**config.mk**
```make
export PLATFORM = sky130hd
export DESIGN_NAME = uart_rx_fifo
export DESIGN_NICKNAME = d
export VERILOG_FILES = /design/src/rtl/uart_rx_pkg.sv /design/src/rtl/rx_sync_fifo.sv /design/src/rtl/uart_rx_fifo.sv
export SDC_FILE = /design/constraint.sdc
export NUM_CORES = 1
export LEC_CHECK = 0
export CORE_MARGIN = 1.5
export CORE_UTILIZATION = 44
export CTS_CLUSTER_SIZE = 40
export DETAILED_ROUTE_END_ITERATION = 7
export GPL_TIMING_DRIVEN = 0
export SETUP_SLACK_MARGIN = 0.5
export SYNTH_ARGS = -nofsm -noshare
export SYNTH_HDL_FRONTEND = slang
export SYNTH_HIERARCHICAL = 1
export SYNTH_SLANG_ARGS = --single-unit
```
**constraint.sdc**
```tcl
create_clock -name FAB_CCC_GL0 -period 9.6 [get_ports FAB_CCC_GL0]
set_input_delay 0.96 -clock FAB_CCC_GL0 [delete_from_list [all_inputs] [get_ports FAB_CCC_GL0]]
set_output_delay 0.96 -clock FAB_CCC_GL0 [all_outputs]
set_load 0.01 [all_outputs]
```
**src/rtl/uart_rx_pkg.sv**
```systemverilog
// Shared types and constants for the fabric-side 8N1 UART receiver.
package uart_rx_pkg;

    // Receive FSM states
    typedef enum logic [2:0] {
        IDLE    = 3'd0,
        START   = 3'd1,
        DATA    = 3'd2,
        STOP    = 3'd3,
        WAIT_HI = 3'd4
    } rx_state_t;

    // Ticks per bit, mid-bit sample offset within the start bit, data bits per frame
    localparam int OVERSAMPLE = 16;
    localparam int MID_SAMPLE = 8;
    localparam int DATA_BITS  = 8;

endpackage

```
**src/rtl/rx_sync_fifo.sv**
```systemverilog
// First-word-fall-through synchronous FIFO. The head entry is always presented
// on head_data while not empty; a push into a full FIFO is accepted only when a
// pop in the same cycle frees the slot.
module rx_sync_fifo #(
    parameter int DEPTH = 16,
    parameter int WIDTH = 8
) (
    input  logic                       clk,
    input  logic                       rst_n,
    input  logic                       push,
    input  logic [WIDTH-1:0]           push_data,
    input  logic                       pop,
    output logic [WIDTH-1:0]           head_data,
    output logic                       full,
    output logic                       empty,
    output logic [$clog2(DEPTH):0]     count
);
    localparam int AW = $clog2(DEPTH);
    localparam int CW = AW + 1;

    logic [WIDTH-1:0] mem [DEPTH];
    logic [AW-1:0]    wr_ptr_reg;
    logic [AW-1:0]    rd_ptr_reg;
    logic [CW-1:0]    count_reg;
    logic             push_ok;
    logic             pop_ok;

    assign empty   = (count_reg == '0);
    assign full    = (count_reg == CW'(DEPTH));
    assign pop_ok  = pop && !empty;
    assign push_ok = push && (!full || pop_ok);
    assign count   = count_reg;
    // Head reads as zero while empty so the output has a defined reset value
    assign head_data = empty ? '0 : mem[rd_ptr_reg];

    // Storage write; no reset needed on the array itself
    always_ff @(posedge clk) begin
        if (push_ok) begin
            mem[wr_ptr_reg] <= push_data;
        end
    end

    // Pointer and occupancy bookkeeping; pointers wrap naturally modulo DEPTH
    always_ff @(posedge clk) begin
        if (!rst_n) begin
            wr_ptr_reg <= '0;
            rd_ptr_reg <= '0;
            count_reg  <= '0;
        end else begin
            if (push_ok) begin
                wr_ptr_reg <= wr_ptr_reg + 1'b1;
            end
            if (pop_ok) begin
                rd_ptr_reg <= rd_ptr_reg + 1'b1;
            end
            case ({push_ok, pop_ok})
                2'b10:   count_reg <= count_reg + 1'b1;
                2'b01:   count_reg <= count_reg - 1'b1;
                default: count_reg <= count_reg;
            endcase
        end
    end

endmodule

```
**src/rtl/uart_rx_fifo.sv**
```systemverilog
// 8N1 UART receiver with 16x oversampling, sticky line-error flags and a
// first-word-fall-through receive FIFO.
module uart_rx_fifo
    import uart_rx_pkg::*;
#(
    parameter int CLK_DIV = 54,
    parameter int DEPTH   = 16
) (
    input  logic                     FAB_CCC_GL0,
    input  logic                     FAB_RESET_N,
    input  logic                     RXD,
    output logic [7:0]               RX_DATA,
    output logic                     RX_VALID,
    input  logic                     RX_READY,
    output logic                     FRAME_ERR,
    output logic                     OVERRUN,
    input  logic                     ERR_CLR,
    output logic [$clog2(DEPTH):0]   FIFO_COUNT
);
    logic        clk;
    logic        rst_n;
    assign clk   = FAB_CCC_GL0;
    assign rst_n = FAB_RESET_N;

    logic        sync1_reg;
    logic        rxs;
    logic [15:0] div_cnt_reg;
    logic        tick;
    rx_state_t   state_reg;
    rx_state_t   state_next;
    logic [3:0]  sub_cnt_reg;
    logic [2:0]  bit_idx_reg;
    logic [7:0]  shift_reg;
    logic        push;
    logic        frame_set;
    logic        bit_sample;
    logic        frame_err_reg;
    logic        overrun_reg;
    logic        fifo_full;
    logic        fifo_empty;
    logic        pop;

    // Two-flop synchroniser for the asynchronous serial line, idling high
    always_ff @(posedge clk) begin
        if (!rst_n) begin
            sync1_reg <= 1'b1;
            rxs       <= 1'b1;
        end else begin
            sync1_reg <= RXD;
            rxs       <= sync1_reg;
        end
    end

    // Free-running oversample divider
    always_ff @(posedge clk) begin
        if (!rst_n) begin
            div_cnt_reg <= '0;
        end else if (tick) begin
            div_cnt_reg <= '0;
        end else begin
            div_cnt_reg <= div_cnt_reg + 1'b1;
        end
    end
    assign tick = (div_cnt_reg == 16'(CLK_DIV - 1));

    // FSM state register
    always_ff @(posedge clk) begin
        if (!rst_n) begin
            state_reg <= IDLE;
        end else begin
            state_reg <= state_next;
        end
    end

    // FSM next-state logic; everything advances on oversample ticks only
    always_comb begin
        state_next = state_reg;
        if (tick) begin
            case (state_reg)
                IDLE:    if (!rxs) state_next = START;
                START:   if (sub_cnt_reg == 4'(MID_SAMPLE - 1))
                             state_next = rxs ? IDLE : DATA;
                DATA:    if (sub_cnt_reg == 4'(OVERSAMPLE - 1) &&
                             bit_idx_reg == 3'(DATA_BITS - 1))
                             state_next = STOP;
                STOP:    if (sub_cnt_reg == 4'(OVERSAMPLE - 1))
                             state_next = rxs ? IDLE : WAIT_HI;
                WAIT_HI: if (rxs) state_next = IDLE;
                default: state_next = IDLE;
            endcase
        end
    end

    // FSM outputs: data-bit sample strobe, byte push and framing-error event
    always_comb begin
        bit_sample = 1'b0;
        push       = 1'b0;
        frame_set  = 1'b0;
        if (tick && sub_cnt_reg == 4'(OVERSAMPLE - 1)) begin
            if (state_reg == DATA) bit_sample = 1'b1;
            if (state_reg == STOP) begin
                push      = rxs;
                frame_set = !rxs;
            end
        end
    end

    // Sub-tick counter, bit index and LSB-first shift register
    always_ff @(posedge clk) begin
        if (!rst_n) begin
            sub_cnt_reg <= '0;
            bit_idx_reg <= '0;
            shift_reg   <= '0;
        end else if (tick) begin
            if (state_next != state_reg) begin
                sub_cnt_reg <= '0;
            end else if (state_reg == START || state_reg == DATA || state_reg == STOP) begin
                sub_cnt_reg <= sub_cnt_reg + 1'b1;
            end
            if (state_reg == START) begin
                bit_idx_reg <= '0;
            end else if (bit_sample) begin
                bit_idx_reg <= bit_idx_reg + 1'b1;
                shift_reg   <= {rxs, shift_reg[7:1]};
            end
        end
    end

    assign pop = RX_READY && !fifo_empty;

    // Sticky error flags; a set event takes priority over a clear
    always_ff @(posedge clk) begin
        if (!rst_n) begin
            frame_err_reg <= 1'b0;
            overrun_reg   <= 1'b0;
        end else begin
            if (frame_set)            frame_err_reg <= 1'b1;
            else if (ERR_CLR)         frame_err_reg <= 1'b0;
            if (push && fifo_full && !pop) overrun_reg <= 1'b1;
            else if (ERR_CLR)         overrun_reg   <= 1'b0;
        end
    end

    rx_sync_fifo #(
        .DEPTH (DEPTH),
        .WIDTH (8)
    ) u_fifo (
        .clk       (clk),
        .rst_n     (rst_n),
        .push      (push),
        .push_data (shift_reg),
        .pop       (pop),
        .head_data (RX_DATA),
        .full      (fifo_full),
        .empty     (fifo_empty),
        .count     (FIFO_COUNT)
    );

    assign RX_VALID  = !fifo_empty;
    assign FRAME_ERR = frame_err_reg;
    assign OVERRUN   = overrun_reg;

endmodule

```
==> results.yml, run 1 <==
outcome:
  status: "completed"
sta:
  setup-tns-final_ps: 0
  skew_ps: 6.846
  max-slew-margin-rel: 0.5089
  final-max-slew-violation-count: 0
  post-route-period-util: 0.4074
  fmax_mhz: 255.7
  fin_ws_ps: 5689
  setup_violations: 0
  rsz0062_at_grt: "false"
  period_minus_slack_ps: 3911
  hold_viol_final: 0
  whs_ps: 413.5
  worst_slew_pin_slew_ps: 735.7
setup_path:
  cpMaxStageDelayCell: "clkdlybuf4s50_1"
  worstPathRequired_ps: 8640
  cp_common_cell: "a211oi_1"
  r2r-start: "div_cnt_reg[0]"
  r2r_slack_ps: 5990
  critPathBufInv: 3
  critPathTopFamily: "buffers and inverters"
  r2r_end: "u_fifo/count[4]"
  path_cells: "clkbuf_1 > buf_2 > mux4_2 > nor2b_1 > a211oi_1 > a211oi_1 > clkdlybuf4s50_1"
  critPathMaxFanout: 10
  crit_type: "reg -> out"
  endpoint: "RX_DATA[3]"
  r2r_cells: 14
  worstPathArrival_ps: 2950
  cp.depth: 7
  cp-start-kind: "register"
  critPathCaptureType: "primary output"
  slowest_delay_ps: 510
clock_tree:
  ctsResizeCount: 0
  cts-root-buf: "clkbuf_16"
  path_clk_slew_ps: 70
  tritoncts: "done"
  cts.path.max_buffers: 2
  cts_setup_buffers: 0
  htree_levels: 4
  clock_sinks: 183
  hold_buffers: 0
  cts_buffers: 17
  clkLatencyLatePin_ps: 420
drt:
  post-route-drc-count: 0
  wl_per_cell_um: 18.90
  postRouteAntennaNets: 0
  first_iter_violations: 248
  via_per_inst: 5.583
  drt_wl_total_um: 15460
  first_pass_iters: 5
  vias: 4567
floorplanning:
  fp.dieArea_um2: 18750
  num_rows: 48
  die_h_um: 136.9
  die_x_um: 136.9
  core_area_um2: 17420
  start_util: 0.4532
  io_pins: 21
synthesis:
  ys_types: 66
  syn_nets: 560
  synth_top_area_cell: "edfxtp_1"
  synth_top_cell_area_share: 0.4869
  synth_async_sr_flop_share: 0
  synthTopCellsByArea: "edfxtp_1 49%, dfxtp_1 14%, mux4_2 9.1%"
  yosys_warnings: 6
  synth_seq_area_share: 0.6264
  syn_avg_cell_area_um2: 14.59
  synth-edff-count: 128
  syn_area_um2: 7894
  syn_inst: 541
  synth_ff_type: "edfxtp_1"
  synth-seq-cells: 183
cells_and_area:
  largest_reg_flops: 128
  antennaDiodeCount: 0
  final_nets: 599
  syn_to_final_growth_pct: 13.52
  final_layout_size_suffix_gt1_frac: 0.1720
  layout_commonest_cell: "edfxtp_1"
  register_area_um2: 4945
  multiInputGateArea_um2: 2729
  layout_common_cells: "128 x edfxtp_1, 55 x dfxtp_1, 34 x nor2_1"
  fillers: 1457
placement:
  gp_congestion: 0.8727
  pre_cts_slack_ps: 6030
  dp_hpwl_um: 10280
  portBuffers: 20
power:
  switching_share: 0.1923
  powerDensity_nw_per_um2: 172.1
  p_leak_uw: 0.003244
  power.switching_uw: 296.6
  power.internal_uw: 1246
  peakVddDrop_v: 0.0001120
  power_frac_seq: 0.542
  pwr-share-clk: 0.449
  p_comb_frac: 0.009
global_route:
  antenna_found_initial: 0
  grt_pass1_wl_um: 24750
  grt_pass1_vias: 4488
  grt_usage: 0.1794
  gr-total-overflow: 0
  grt_max_degree: 19
flow_run:
  maxCapViolations: 0
min_path:
  hold_path.class: "reg -> reg"
## cells by family after synthesis
logic type	Yosys count	synth area share
compound gates	68	0.07022
xor+xnor	20	0.02219
fa+ha+maj	14	0.02314
buf+inv	43	0.02790
flops	183	0.6264
mux	48	0.1117
simple gates	165	0.1184
## per-layer routing
layer,track usage,routed length [um],vias up
met5,0,0,-
met4,0.06140,208,0
met3,0.03037,604,18
met2,0.2889,7531,99
met1,0.2475,7119,2316
li1,-,-,2134
## worst min path at each step
stage / endpoint / slack (ps) / cells after the start / start
floorplan: rxs / 390 / 1 / sync1_reg
global placement: rxs / 400 / 1 / sync1_reg
detailed placement: rxs / 400 / 1 / sync1_reg
CTS: rxs / 420 / 1 / sync1_reg
global route: rxs / 440 / 1 / sync1_reg
finish: rxs / 410 / 1 / sync1_reg
## cell type report
class | instances | share of cell area
Clock inverter | 15 | 0.01787
Clock buffer | 17 | 0.04747
Sequential cell | 183 | 0.5518
Tap cell | 225 | 0.03142
Timing Repair Buffer | 20 | 0.02234
Multi-Input combinational cell | 315 | 0.3045
Buffer | 30 | 0.01913
Inverter | 13 | 0.005445
## Yosys cell counts, types with 10 or more instances
library cell / n
mux2i_1: 15
and2_1: 17
mux4_2: 32
nor2_1: 34
dfxtp_1: 55
xnor2_1: 11
edfxtp_1: 128
clkbuf_1: 14
a211oi_1: 18
nor2b_1: 14
nand2_1: 29
buf_2: 10
inv_1: 12
nand3_1: 24
ha_1: 13
## worst register-to-register path: cells and delay by family (launching register included)
family,cells,cell delay (ps)
adder cells (fa/ha/maj),2,520
AO/OA/AOI/OAI,2,240
buffers and inverters,2,500
AND/OR/NAND/NOR,8,1890
flip-flops,1,410
## power groups by stage
stage / registers, uW / clock network, uW / logic [uW]
after CTS: 836 / 704 / 14.4
after floorplan: 853 / 0 / 9.51
after global placement: 853 / 0 / 14.0
after global routing: 836 / 734 / 15.8
after detailed placement: 853 / 0 / 14.3
final: 836 / 692 / 14.1
## through the flow
| stage | instances | power (uW) | instance area, um^2 | utilization |
|---|---|---|---|---|
| global route | 818 | 1586 | 8961 | 0.5145 |
| finish | 818 | 1542 | 8961 | 0.5145 |
| global placement | 786 | 867.4 | 8376 | 0.4809 |
| floorplan | 541 | 862.6 | 7894 | - |
| detailed placement | 786 | 867.8 | 8376 | 0.4809 |
| CTS | 818 | 1554 | 8961 | 0.5145 |
Note: power is estimated with default switching activity, not from simulation.
==> inputs of run 2 (changes only) <==
==> constraint.sdc (replaced) <==
create_clock -name FAB_CCC_GL0 -period 3.3 [get_ports FAB_CCC_GL0]
set_input_delay 0.33 -clock FAB_CCC_GL0 [delete_from_list [all_inputs] [get_ports FAB_CCC_GL0]]
set_output_delay 0.33 -clock FAB_CCC_GL0 [all_outputs]
set_load 0.01 [all_outputs]
==> run 2 against run 1 <==
  * Hold slack lost 0.73 ps
  * Cell count rose by 1.7%
  * Total power rose to 2.9 times the previous value
  * Flip-flop and latch count stayed put
  * Largest power group unchanged
  * Highest routed layer unchanged
==> results.yml, run 2 (synthesized netlist as in run 1, its figures left out) <==
sta:
  post-route-period-util: 0.8495
  rsz0062_at_grt: "true"
  fmax_mhz: 356.7
  final-max-slew-violation-count: 0
  fin_ws_ps: 496.5
  max-slew-margin-rel: 0.5260
  skew_ps: 11.28
  setup-tns-final_ps: 0
  setup_violations: 0
  hold_viol_final: 0
  worst_slew_pin_slew_ps: 710.0
  period_minus_slack_ps: 2803
cells_and_area:
  final_nets: 613
  largest_reg_flops: 128
  final_layout_size_suffix_gt1_frac: 0.2735
  antennaDiodeCount: 0
  syn_to_final_growth_pct: 17.85
  layout_common_cells: "128 x edfxtp_1, 47 x dfxtp_1, 32 x nor2_1, 32 x mux4_2, 29 x nand2_1"
  layout_commonest_cell: "edfxtp_1"
floorplanning:
  die_h_um: 136.9
  core_area_um2: 17420
  die_x_um: 136.9
  start_util: 0.4532
  io_pins: 21
  fp.dieArea_um2: 18750
  num_rows: 48
setup_path:
  worstPathRequired_ps: 2970
  cp-start-kind: "register"
  critPathCaptureType: "primary output"
  worstPathArrival_ps: 2470
  crit_type: "reg -> out"
  critPathMaxFanout: 10
clock_tree:
  cts-root-buf: "clkbuf_16"
  clock_sinks: 183
  cts_buffers: 17
  hold_buffers: 0
  tritoncts: "done"
  htree_levels: 4
  cts.path.max_buffers: 2
  clkLatencyLatePin_ps: 430
  path_clk_slew_ps: 70
outcome:
  status: "completed"
placement:
  dp_hpwl_um: 10330
  portBuffers: 20
  gp_congestion: 0.8125
  pre_cts_slack_ps: 93.46
power:
  p_leak_uw: 0.003424
  powerDensity_nw_per_um2: 479.4
  peakVddDrop_v: 0.0003642
min_path:
  hold_path.class: "reg -> reg"
flow_run:
  maxCapViolations: 0
global_route:
  antenna_found_initial: 0
  grt_max_degree: 19
  gr-total-overflow: 0
  grt_pass1_vias: 4613
  grt_pass1_wl_um: 24830
  grt_usage: 0.1801
drt:
  post-route-drc-count: 0
  drt_wl_total_um: 15560
  via_per_inst: 5.487
  vias: 4565
  first_pass_iters: 4
  first_iter_violations: 271
  postRouteAntennaNets: 0
  wl_per_cell_um: 18.71
run 2: changes by cell type in the layout (fill, tap and decap cells not counted), moves of 8 or more:
cell / delta
buf_4: +17
a211oi_1: -10
a211oi_2: +10
and2_1: -8
and2_2: +8
dfxtp_1: -8
run 2: per-layer routing:
layer  track usage  wire length (um)
met5             0                 0
met4       0.05614               172
met3       0.03704               482
met2        0.3012              7773
met1        0.2364              7135
run 2: critical path, cell delays in order, from the launching register on:
cell and delay (ps):
dfxtp_1 310, buf_4 160, buf_6 200, buf_6 180
mux4_2 340, mux2i_2 230, a211oi_2 120, clkdlybuf4s50_1 510
run 2: power breakdown:
part / internal [uW] / switching [uW]
sequential: 2430 / 4.86
clock: 1120 / 861
combinational: 22.5 / 27.2
total: 3570 / 893
run 2: layout make-up:
class,instances,area (um^2)
repair buffers,34,304.0
multi-input cells,315,2897
flip-flops and latches,183,4957
clock buffers,17,425.4
clock inverters,15,153.9
plain buffers,30,232.7
inverters,13,51.30
well taps,225,281.5
fillers,1445,8114
run 2: path summary, 6_finish.rpt:
path                        start  slack (ps)  cells after the start              end
setup / recovery         register         500                      7       RX_DATA[7]
hold / removal          sync1_reg         410                      1              rxs
setup reg to reg  u_fifo/count[0]         540                     13  u_fifo/count[4]
hold reg to reg         sync1_reg         410                      1              rxs
run 2: what timing repair did:
item | 4_1_cts | 5_1_grt
resized for setup | 37 | 29
pin swaps | 6 | 10
endpoints found under the setup margin | 139 | 91
buffers inserted | 8 | 6
run 2: stage by stage:
stage / std cells / util / hold WS, ps / cell area, um^2 / power (uW)
after floorplan: 541 / - / 386.3 / 7945 / 2509
after global placement: 786 / 0.4838 / 390.7 / 8427 / 2523
after detailed placement: 786 / 0.4838 / 400.7 / 8427 / 2524
after CTS: 826 / 0.5268 / 415.7 / 9175 / 4490
after global routing: 832 / 0.5341 / 444.5 / 9303 / 4592
final: 832 / 0.5341 / 412.8 / 9303 / 4459
==> inputs of run 3 (changes only) <==
==> constraint.sdc (replaced) <==
create_clock -name FAB_CCC_GL0 -period 2.79 [get_ports FAB_CCC_GL0]
set_input_delay 0.279 -clock FAB_CCC_GL0 [delete_from_list [all_inputs] [get_ports FAB_CCC_GL0]]
set_output_delay 0.279 -clock FAB_CCC_GL0 [all_outputs]
set_load 0.01 [all_outputs]
==> run 3 against run 2 <==
  * Die area is the same
  * Sequential power grew 18%
  * Clock-buffer cell count is the same
  * Total power grew 16%
  * Clock power grew 14%
  * First-iteration DRC count grew 3.3%
  * Worst setup slack lost 320 ps
  * Wire length grew 6.2%
  * Design area grew 5.5%
  * Combinational power grew 28%
  * Via count grew 3.6%
  * Critical endpoint is now u_fifo/count[4]
  * Highest routed layer unchanged
==> results.yml, run 3 (synthesized netlist as in run 1, its figures left out) <==
sta:
  setup_violations: 0
  period_minus_slack_ps: 2616
  skew_ps: 9.750
  rsz0062_at_grt: "true"
  final-max-slew-violation-count: 0
  post-route-period-util: 0.9377
  hold_viol_final: 0
  max-slew-margin-rel: 0.4907
  worst_slew_pin_slew_ps: 762.8
  fmax_mhz: 382.2
cells_and_area:
  antennaDiodeCount: 0
  layout_commonest_cell: "edfxtp_1"
  largest_reg_flops: 128
  layout.cells.non_filler: 862
  fillers: 1395
  layout_common_cells: "128 x edfxtp_1, 44 x dfxtp_1, 32 x mux4_2"
  final_nets: 643
  syn_to_final_growth_pct: 24.33
  final_layout_size_suffix_gt1_frac: 0.3658
  fin_util: 0.5635
drt:
  drt_wl_total_um: 16540
  postRouteAntennaNets: 0
  wl_per_cell_um: 19.18
  first_iter_violations: 280
  via_per_inst: 5.488
  post-route-drc-count: 0
  vias: 4731
  first_pass_iters: 7
clock_tree:
  cts-root-buf: "clkbuf_16"
  clkLatencyLatePin_ps: 430
  cts_buffers: 17
  clock_sinks: 183
  path_clk_slew_ps: 70
  htree_levels: 4
  cts.path.max_buffers: 2
  tritoncts: "done"
  hold_buffers: 0
power:
  switching_share: 0.2056
  power.switching_uw: 1068
  power_frac_seq: 0.553
  peakVddDrop_v: 0.0004464
  power.internal_uw: 4127
  pwr-share-clk: 0.434
  p_comb_frac: 0.012
  powerDensity_nw_per_um2: 529.3
  p_leak_uw: 0.003594
setup_path:
  cpMaxStageDelayCell: "or4_1"
  critPathMaxFanout: 4
  worstPathArrival_ps: 2990
  slowest_delay_ps: 470
  cp-start-kind: "register"
  critPathCaptureType: "register"
  critPathBufInv: 2
  path_cells: "nor4_4 > nand4_4 > or2_4 > nor3_4 > clkbuf_8 > nor2b_4 > o21ai_4 > inv_4 > ha_4 > nand2b_4 > a21oi_2 > or4_1 > nand4_1"
  crit_type: "reg -> reg"
  worstPathRequired_ps: 3160
  critPathTopFamily: "simple AND/OR/NAND/NOR gates"
flow_run:
  maxCapViolations: 0
floorplanning:
  fp.dieArea_um2: 18750
  io_pins: 21
  die_h_um: 136.9
  die_x_um: 136.9
  start_util: 0.4532
  core_area_um2: 17420
  num_rows: 48
outcome:
  status: "completed"
global_route:
  gr-total-overflow: 0
  grt_max_degree: 19
  grt_pass1_vias: 4788
  antenna_found_initial: 0
  grt_usage: 0.1884
  grt_pass1_wl_um: 25840
placement:
  dp_cells: 786
  gp_congestion: 0.8597
  portBuffers: 20
  dp_hpwl_um: 10360
min_path:
  hold_path.class: "reg -> reg"
==> run 3: changes by cell type in the layout (fill, tap and decap cells not counted), moves of 5 or more <==
| cell | change |
|---|---|
| and2_2 | -8 |
| and2_4 | +12 |
| buf_12 | +7 |
| buf_2 | +10 |
| buf_4 | +12 |
| buf_6 | +7 |
| dlygate4sd2_1 | -5 |
| nor2b_1 | -5 |
| nor2b_4 | +6 |
==> run 3: worst paths after layout <==
check	slack [ps]	to	depth (start not counted)	from
worst max-delay path	170	u_fifo/count[4]	13	div_cnt_reg[8]
worst min-delay path	420	rxs	1	sync1_reg
worst max register to register	170	u_fifo/count[4]	13	div_cnt_reg[8]
worst min register to register	420	rxs	1	sync1_reg
==> run 3: cell type report <==
cell class	instances	area, um^2	area share
Sequential cell	183	4966	0.5060
Inverter	13	51.30	0.005227
Multi-Input combinational cell	315	3065	0.3123
Buffer	30	276.5	0.02817
Timing Repair Buffer	64	618.1	0.06298
Clock inverter	15	130.1	0.01326
Tap cell	225	281.5	0.02868
Clock buffer	17	425.4	0.04335
==> run 3: power groups by stage <==
stage	logic [uW]	clock network, uW	registers, uW
after floorplan	32.7	0	2930
after global placement	48.4	0	2940
after detailed placement	50.5	0	2940
after CTS	61.6	2310	2870
after global routing	70.9	2410	2870
final	63.6	2260	2870
==> run 3: through the flow <==
step | hold slack, ps | worst slack, ps | total power, uW | setup TNS, ps | cell area (um^2)
6_report | 416.0 | 173.8 | 5195 | 0 | 9814
3_3_place_gp | 399.2 | -157.0 | 2984 | -8373 | 8488
4_1_cts | 421.4 | 153.8 | 5241 | 0 | 9582
3_5_place_dp | 401.8 | -183.9 | 2986 | -13280 | 8488
2_1_floorplan | 380.5 | 71.81 | 2967 | 0 | 8006
5_1_grt | 441.3 | 49.91 | 5350 | 0 | 9814
==> run 3: what timing repair did <==
item,in CTS,in global routing
endpoints found under the hold margin,0,0
gates cloned,1,1
gates resized for setup,117,41
setup buffers,30,12
pin swaps,22,17
setup endpoints to repair,146,144
==> run 3: per-layer routing <==
metal	up-vias	part of all wire	global-route usage
li1	2215	-	-
met1	2392	0.45	0.2534
met2	109	0.49	0.3049
met3	15	0.045	0.03741
met4	0	0.012	0.06842
met5	-	0	0
==> edit 1, RTL diff (settings of run 1) <==
`DEPTH` is set to 16 in 2 places; all go to 8.
--- a/src/rtl/rx_sync_fifo.sv
+++ b/src/rtl/rx_sync_fifo.sv
@@ -2,7 +2,7 @@
 // on head_data while not empty; a push into a full FIFO is accepted only when a
 // pop in the same cycle frees the slot.
 module rx_sync_fifo #(
-    parameter int DEPTH = 16,
+    parameter int DEPTH = 8,
     parameter int WIDTH = 8
 ) (
     input  logic                       clk,
--- a/src/rtl/uart_rx_fifo.sv
+++ b/src/rtl/uart_rx_fifo.sv
@@ -4,7 +4,7 @@
     import uart_rx_pkg::*;
 #(
     parameter int CLK_DIV = 54,
-    parameter int DEPTH   = 16
+    parameter int DEPTH   = 8
 ) (
     input  logic                     FAB_CCC_GL0,
     input  logic                     FAB_RESET_N,
Interface: changed (resized FIFO_COUNT); port bits go from 21 to 20. No check against the original RTL was run, so the function may have changed too.
==> edit 1 against run 1 <==
Total power is 25% lower; global-route usage decreased by 1.3 points; design area down 33%; routed wire length down 39%; via count decreased by 30%; sequential cell count fell by 68; worst hold slack worse by 9.6 ps; setup slack gained 380 ps; synthesized area decreased by 36%; maximum frequency grew 11%; clock power is 17% lower; sequential share of layout area shrank 6.4 points; largest power group is now clock.
==> edit 1: results (changes against run 1) <==
* EDFF count, synth at 64 (was 128)
* Signal buffers share of area at 5.25% (was 4.15%)
* Signal buffers at 40 (was 50)
* WP data arrival at 2570 ps (was 2950 ps)
* Via-to-Cell Ratio at 5.37 (was 5.58)
* Hold path startpoint: sync1_reg (unchanged)
* Fraction of layout cells with a size suffix above 1 at 19.3% (was 17.2%)
* Commonest cells in the netlist: 64 x edfxtp_1, 51 x dfxtp_1, 49 x nor2_1 (was 128 x edfxtp_1, 55 x dfxtp_1, 34 x nor2_1)
* Final instance area at 0.00603 mm² (was 0.00896 mm²)
* Initial DRC count at 135 (was 248)
* Syn nets at 413 (was 560)
* Top cell family by delay on the critical path: buffers and inverters (unchanged)
* # clk buffers at 19 (was 17)
* Seq. cell area at 0.00294 mm² (was 0.00494 mm²)
* Clk_skew at 14.0 ps (was 6.85 ps)
* Post-synthesis compound-gate area fraction at 7.30% (was 7.02%)
* Xor and xnor area share after synthesis at 3.96% (was 2.22%)
* Critical path peak fanout at 10 (unchanged)
* Worst skew pair latency at 410 ps
* Synth Instances at 398 (was 541)
* Final #Nets at 452 (was 599)
* Final core occ at 53.1% (was 51.5%)
* Seq_cells at 115 (was 183)
* Largest net degree at the start of global routing at 17 (was 19)
* Multiplexer share of the synthesized area at 9.27% (was 11.2%)
* Place WS at 5820 ps (was 6030 ps)
* Layout fillers at 979 (was 1457)
* Register-to-Register Path Depth at 8 (was 14)
* Multi-input logic area at 0.00200 mm² (was 0.00273 mm²)
* GRT Overall Usage at 16.6% (was 17.9%)
* Post-Synth Adder-Cell Area at 2.61% (was 2.31%)
* First-pass GRT wire length at 15900 µm (was 24800 µm)
* Max reg flops at 64 (was 128)
* Root Buffer: clkbuf_16 (unchanged)
* Placed Area at 0.00547 mm² (was 0.00838 mm²)
* Top cells by area, synth: edfxtp_1 38%, dfxtp_1 20%, mux4_2 7.1% (was edfxtp_1 49%, dfxtp_1 14%, mux4_2 9.1%)
* Sequential-to-total area share from yosys stat at 57.8% (was 62.6%)
* GP Congestion at 0.777 (was 0.873)
* Hold path cells at 1 (unchanged)
* Pint at 890 µW (was 1.25 mW)
* Static leakage at 2.18 nW (was 3.24 nW)
* Multi-In Gates at 252 (was 315)
* Peak supply drop at 0.142 mV (was 0.112 mV)
* Vias after detailed routing at 3185 (was 4567)
* Status: completed (unchanged)
* Synth unique cells at 64 (was 66)
* DR pass1 iterations at 4 (was 5)
* Slew @ Worst Pin at 1340 ps (was 736 ps)
* CTS Buf Count at 17 (unchanged)
* Logic inverters at 11 (was 13)
* Inst Count DP at 561 (was 786)
* DPL Wire Length at 6550 µm (was 10300 µm)
* Clock buffer depth at 2 (unchanged)
* Clock network area share at 9.23% (was 6.53%)
* Post-CTS Resized at 0 (unchanged)
* Number of buffers added on ports at 19 (was 20)
* Routed WL at 9480 µm (was 15500 µm)
edit 1: cell count changes after synthesis, sizes merged, moves of 4 or more:
cell	run 1	this run
ha	13	9
xor2	9	13
and2	18	2
edfxtp	128	64
and3	5	1
a211oi	18	3
dfxtp	55	51
nor2	35	49
nor2b	14	3
mux2i	15	10
clkbuf	14	7
mux4	32	16
edit 1: power groups by stage:
stage	Sequential (mW)	Clock [mW]	Combinational, mW
floorplan	0.531	0	0.0381
global placement	0.531	0	0.0570
detailed placement	0.531	0	0.0583
CTS	0.521	0.588	0.0585
global route	0.521	0.616	0.0636
finish	0.521	0.577	0.0573
edit 1: layer usage:
layer  GRT usage, %  wire (µm)  up-vias
met1           21.0       4440     1588
met5              0          0        -
met4           5.64         93        0
li1               -          -     1557
met3           4.83        190        7
met2           27.4       4760       33
edit 1: worst paths after layout:
kind | slack [ps] | end
setup / recovery | 6070 | RX_DATA[7]
hold / removal | 400 | rxs
setup reg to reg | 6160 | u_fifo/mem[1][0]
hold reg to reg | 400 | rxs
==> edit 2, RTL diff (config.mk and constraints of run 1) <==
Without the edit above. Register the output `FIFO_COUNT`, without a reset; this adds one clock of latency there. The other outputs are not delayed to match.
--- a/src/rtl/uart_rx_fifo.sv
+++ b/src/rtl/uart_rx_fifo.sv
@@ -17,6 +17,8 @@
     input  logic                     ERR_CLR,
     output logic [$clog2(DEPTH):0]   FIFO_COUNT
 );
+
+    logic [$clog2(DEPTH):0] FIFO_COUNT_d;
     logic        clk;
     logic        rst_n;
     assign clk   = FAB_CCC_GL0;
@@ -153,12 +155,16 @@
         .head_data (RX_DATA),
         .full      (fifo_full),
         .empty     (fifo_empty),
-        .count     (FIFO_COUNT)
+        .count     (FIFO_COUNT_d)
     );
 
     assign RX_VALID  = !fifo_empty;
     assign FRAME_ERR = frame_err_reg;
     assign OVERRUN   = overrun_reg;
 
+    always_ff @(posedge FAB_CCC_GL0) begin
+        FIFO_COUNT <= FIFO_COUNT_d;
+    end
+
 endmodule
 
Formal check against the unedited RTL: same outputs for any inputs over 10 cycles, from zero or initial values and one cycle with FAB_RESET_N low; that may be too few to reach the edited logic, so the function may still have changed.
==> edit 2 against run 1 <==
Sequential cell count grew 5; setup slack gained 53 ps; final cell count grew 2.2%; critical path depth is the same; routed wire length grew 2.2%; utilization shrank 1.0 points; total power shrank 0.99%; design area grew 0.74%; synthesized area grew 1.2%; die area grew 1.1%.
==> edit 2: results (changes against run 1) <==
* Fraction of layout cells with a size suffix above 1 at 15.0% (was 17.2%)
* Layout Cells excl Fill at 836 (was 818)
* Sequential-to-total area share from yosys stat at 63.2% (was 62.6%)
* Post-synthesis compound-gate area fraction at 7.88% (was 7.02%)
* Clk_skew at 12.2 ps (was 6.85 ps)
* Final instance area at 0.00903 mm² (was 0.00896 mm²)
* Status: completed (unchanged)
* Hold path cells at 0 (was 1)
* Seq. cell area at 0.00504 mm² (was 0.00494 mm²)
* GP Congestion at 0.798 (was 0.873)
* Slew HR at 40.6% (was 50.9%)
* Synth unique cells at 60 (was 66)
* Via-to-Cell Ratio at 5.67 (was 5.58)
* Routed WL at 15800 µm (was 15500 µm)
* Met1 Wirelength at 7460 µm (was 7120 µm)
* Commonest cells in the netlist: 128 x edfxtp_1, 60 x dfxtp_1, 32 x mux4_2 (was 128 x edfxtp_1, 55 x dfxtp_1, 34 x nor2_1)
* First-pass GRT wire length at 25000 µm (was 24800 µm)
* Initial DRC count at 412 (was 248)
* Met3 usage at 3.50% (was 3.04%)
* Final #Nets at 613 (was 599)
* CTS Buf Count at 17 (unchanged)
* DR WL met2 at 7720 µm (was 7530 µm)
* R2r startpoint: u_fifo/count[0] (was div_cnt_reg[0])
* Register-to-Register Path Depth at 13 (was 14)
* Clock share of power at 43.1% (was 44.9%)
* DR pass1 iterations at 4 (was 5)
* Final hold slack at 373 ps (was 414 ps)
* Multi-input logic area at 0.00273 mm² (about the same)
* Static leakage at 2.95 nW (was 3.24 nW)
* Clk sinks at 188 (was 183)
* Logic inverters at 12 (was 13)
* Post-Synth Adder-Cell Area at 2.29% (was 2.31%)
* R2R setup slack at 6160 ps (was 5990 ps)
* Mean Syn Cell Area at 14.4 µm² (was 14.6 µm²)
* Worst Hold End: FIFO_COUNT[4] (was rxs)
* Clock network area share at 6.14% (was 6.53%)
* Seq. pwr at 857 µW (was 836 µW)
* Chip width at 138 µm (was 137 µm)
* Switching power total at 308 µW (was 297 µW)
* Period utilization at 40.2% (was 40.7%)
* Top cells by area, synth: edfxtp_1 48%, dfxtp_1 15%, mux4_2 9.0% (was edfxtp_1 49%, dfxtp_1 14%, mux4_2 9.1%)
* WP data arrival at 2900 ps (was 2950 ps)
* Placed Area at 0.00847 mm² (was 0.00838 mm²)
* Signal buffers share of area at 4.06% (was 4.15%)
* Multiplexer share of the synthesized area at 11.0% (was 11.2%)
* Met2 GRT Util at 29.1% (was 28.9%)
* Syn nets at 574 (was 560)
* # clk buffers at 19 (was 17)
* Inst Count DP at 804 (was 786)
* GRT Overall Usage at 17.9% (about the same)
* Multi-In Gates at 321 (was 315)
* Vias in the first global route at 4659 (was 4488)
* Signal buffers at 54 (was 50)
* Grt met1 use at 24.2% (was 24.7%)
* DPL Wire Length at 10500 µm (was 10300 µm)
* Routed met3 length at 485 µm (was 604 µm)
[edit 2: changes by cell type in the layout (fill, tap and decap cells not counted), moves of 4 or more]
| cell | run 1 | this run |
|---|---|---|
| dfxtp_1 | 55 | 60 |
| o21a_1 | 9 | 4 |
| nand3_1 | 24 | 11 |
| a21oi_1 | 3 | 17 |
| clkinv_1 | 5 | 0 |
| o21ai_2 | 8 | 0 |
| clkbuf_1 | 14 | 19 |
| nand2_1 | 29 | 18 |
| and4_1 | 0 | 6 |
| nor2_1 | 34 | 26 |
| o21ai_0 | 7 | 14 |
| nand4_1 | 6 | 18 |
| o31ai_1 | 0 | 4 |
[edit 2: cell families (layout without fill, tap and decap cells)]
family	count (synthesis)	in the layout
simple gates	156	156
compound gates	86	86
xor+xnor	17	17
fa+ha+maj	14	14
buf+inv	46	98
flops	188	188
mux	48	48
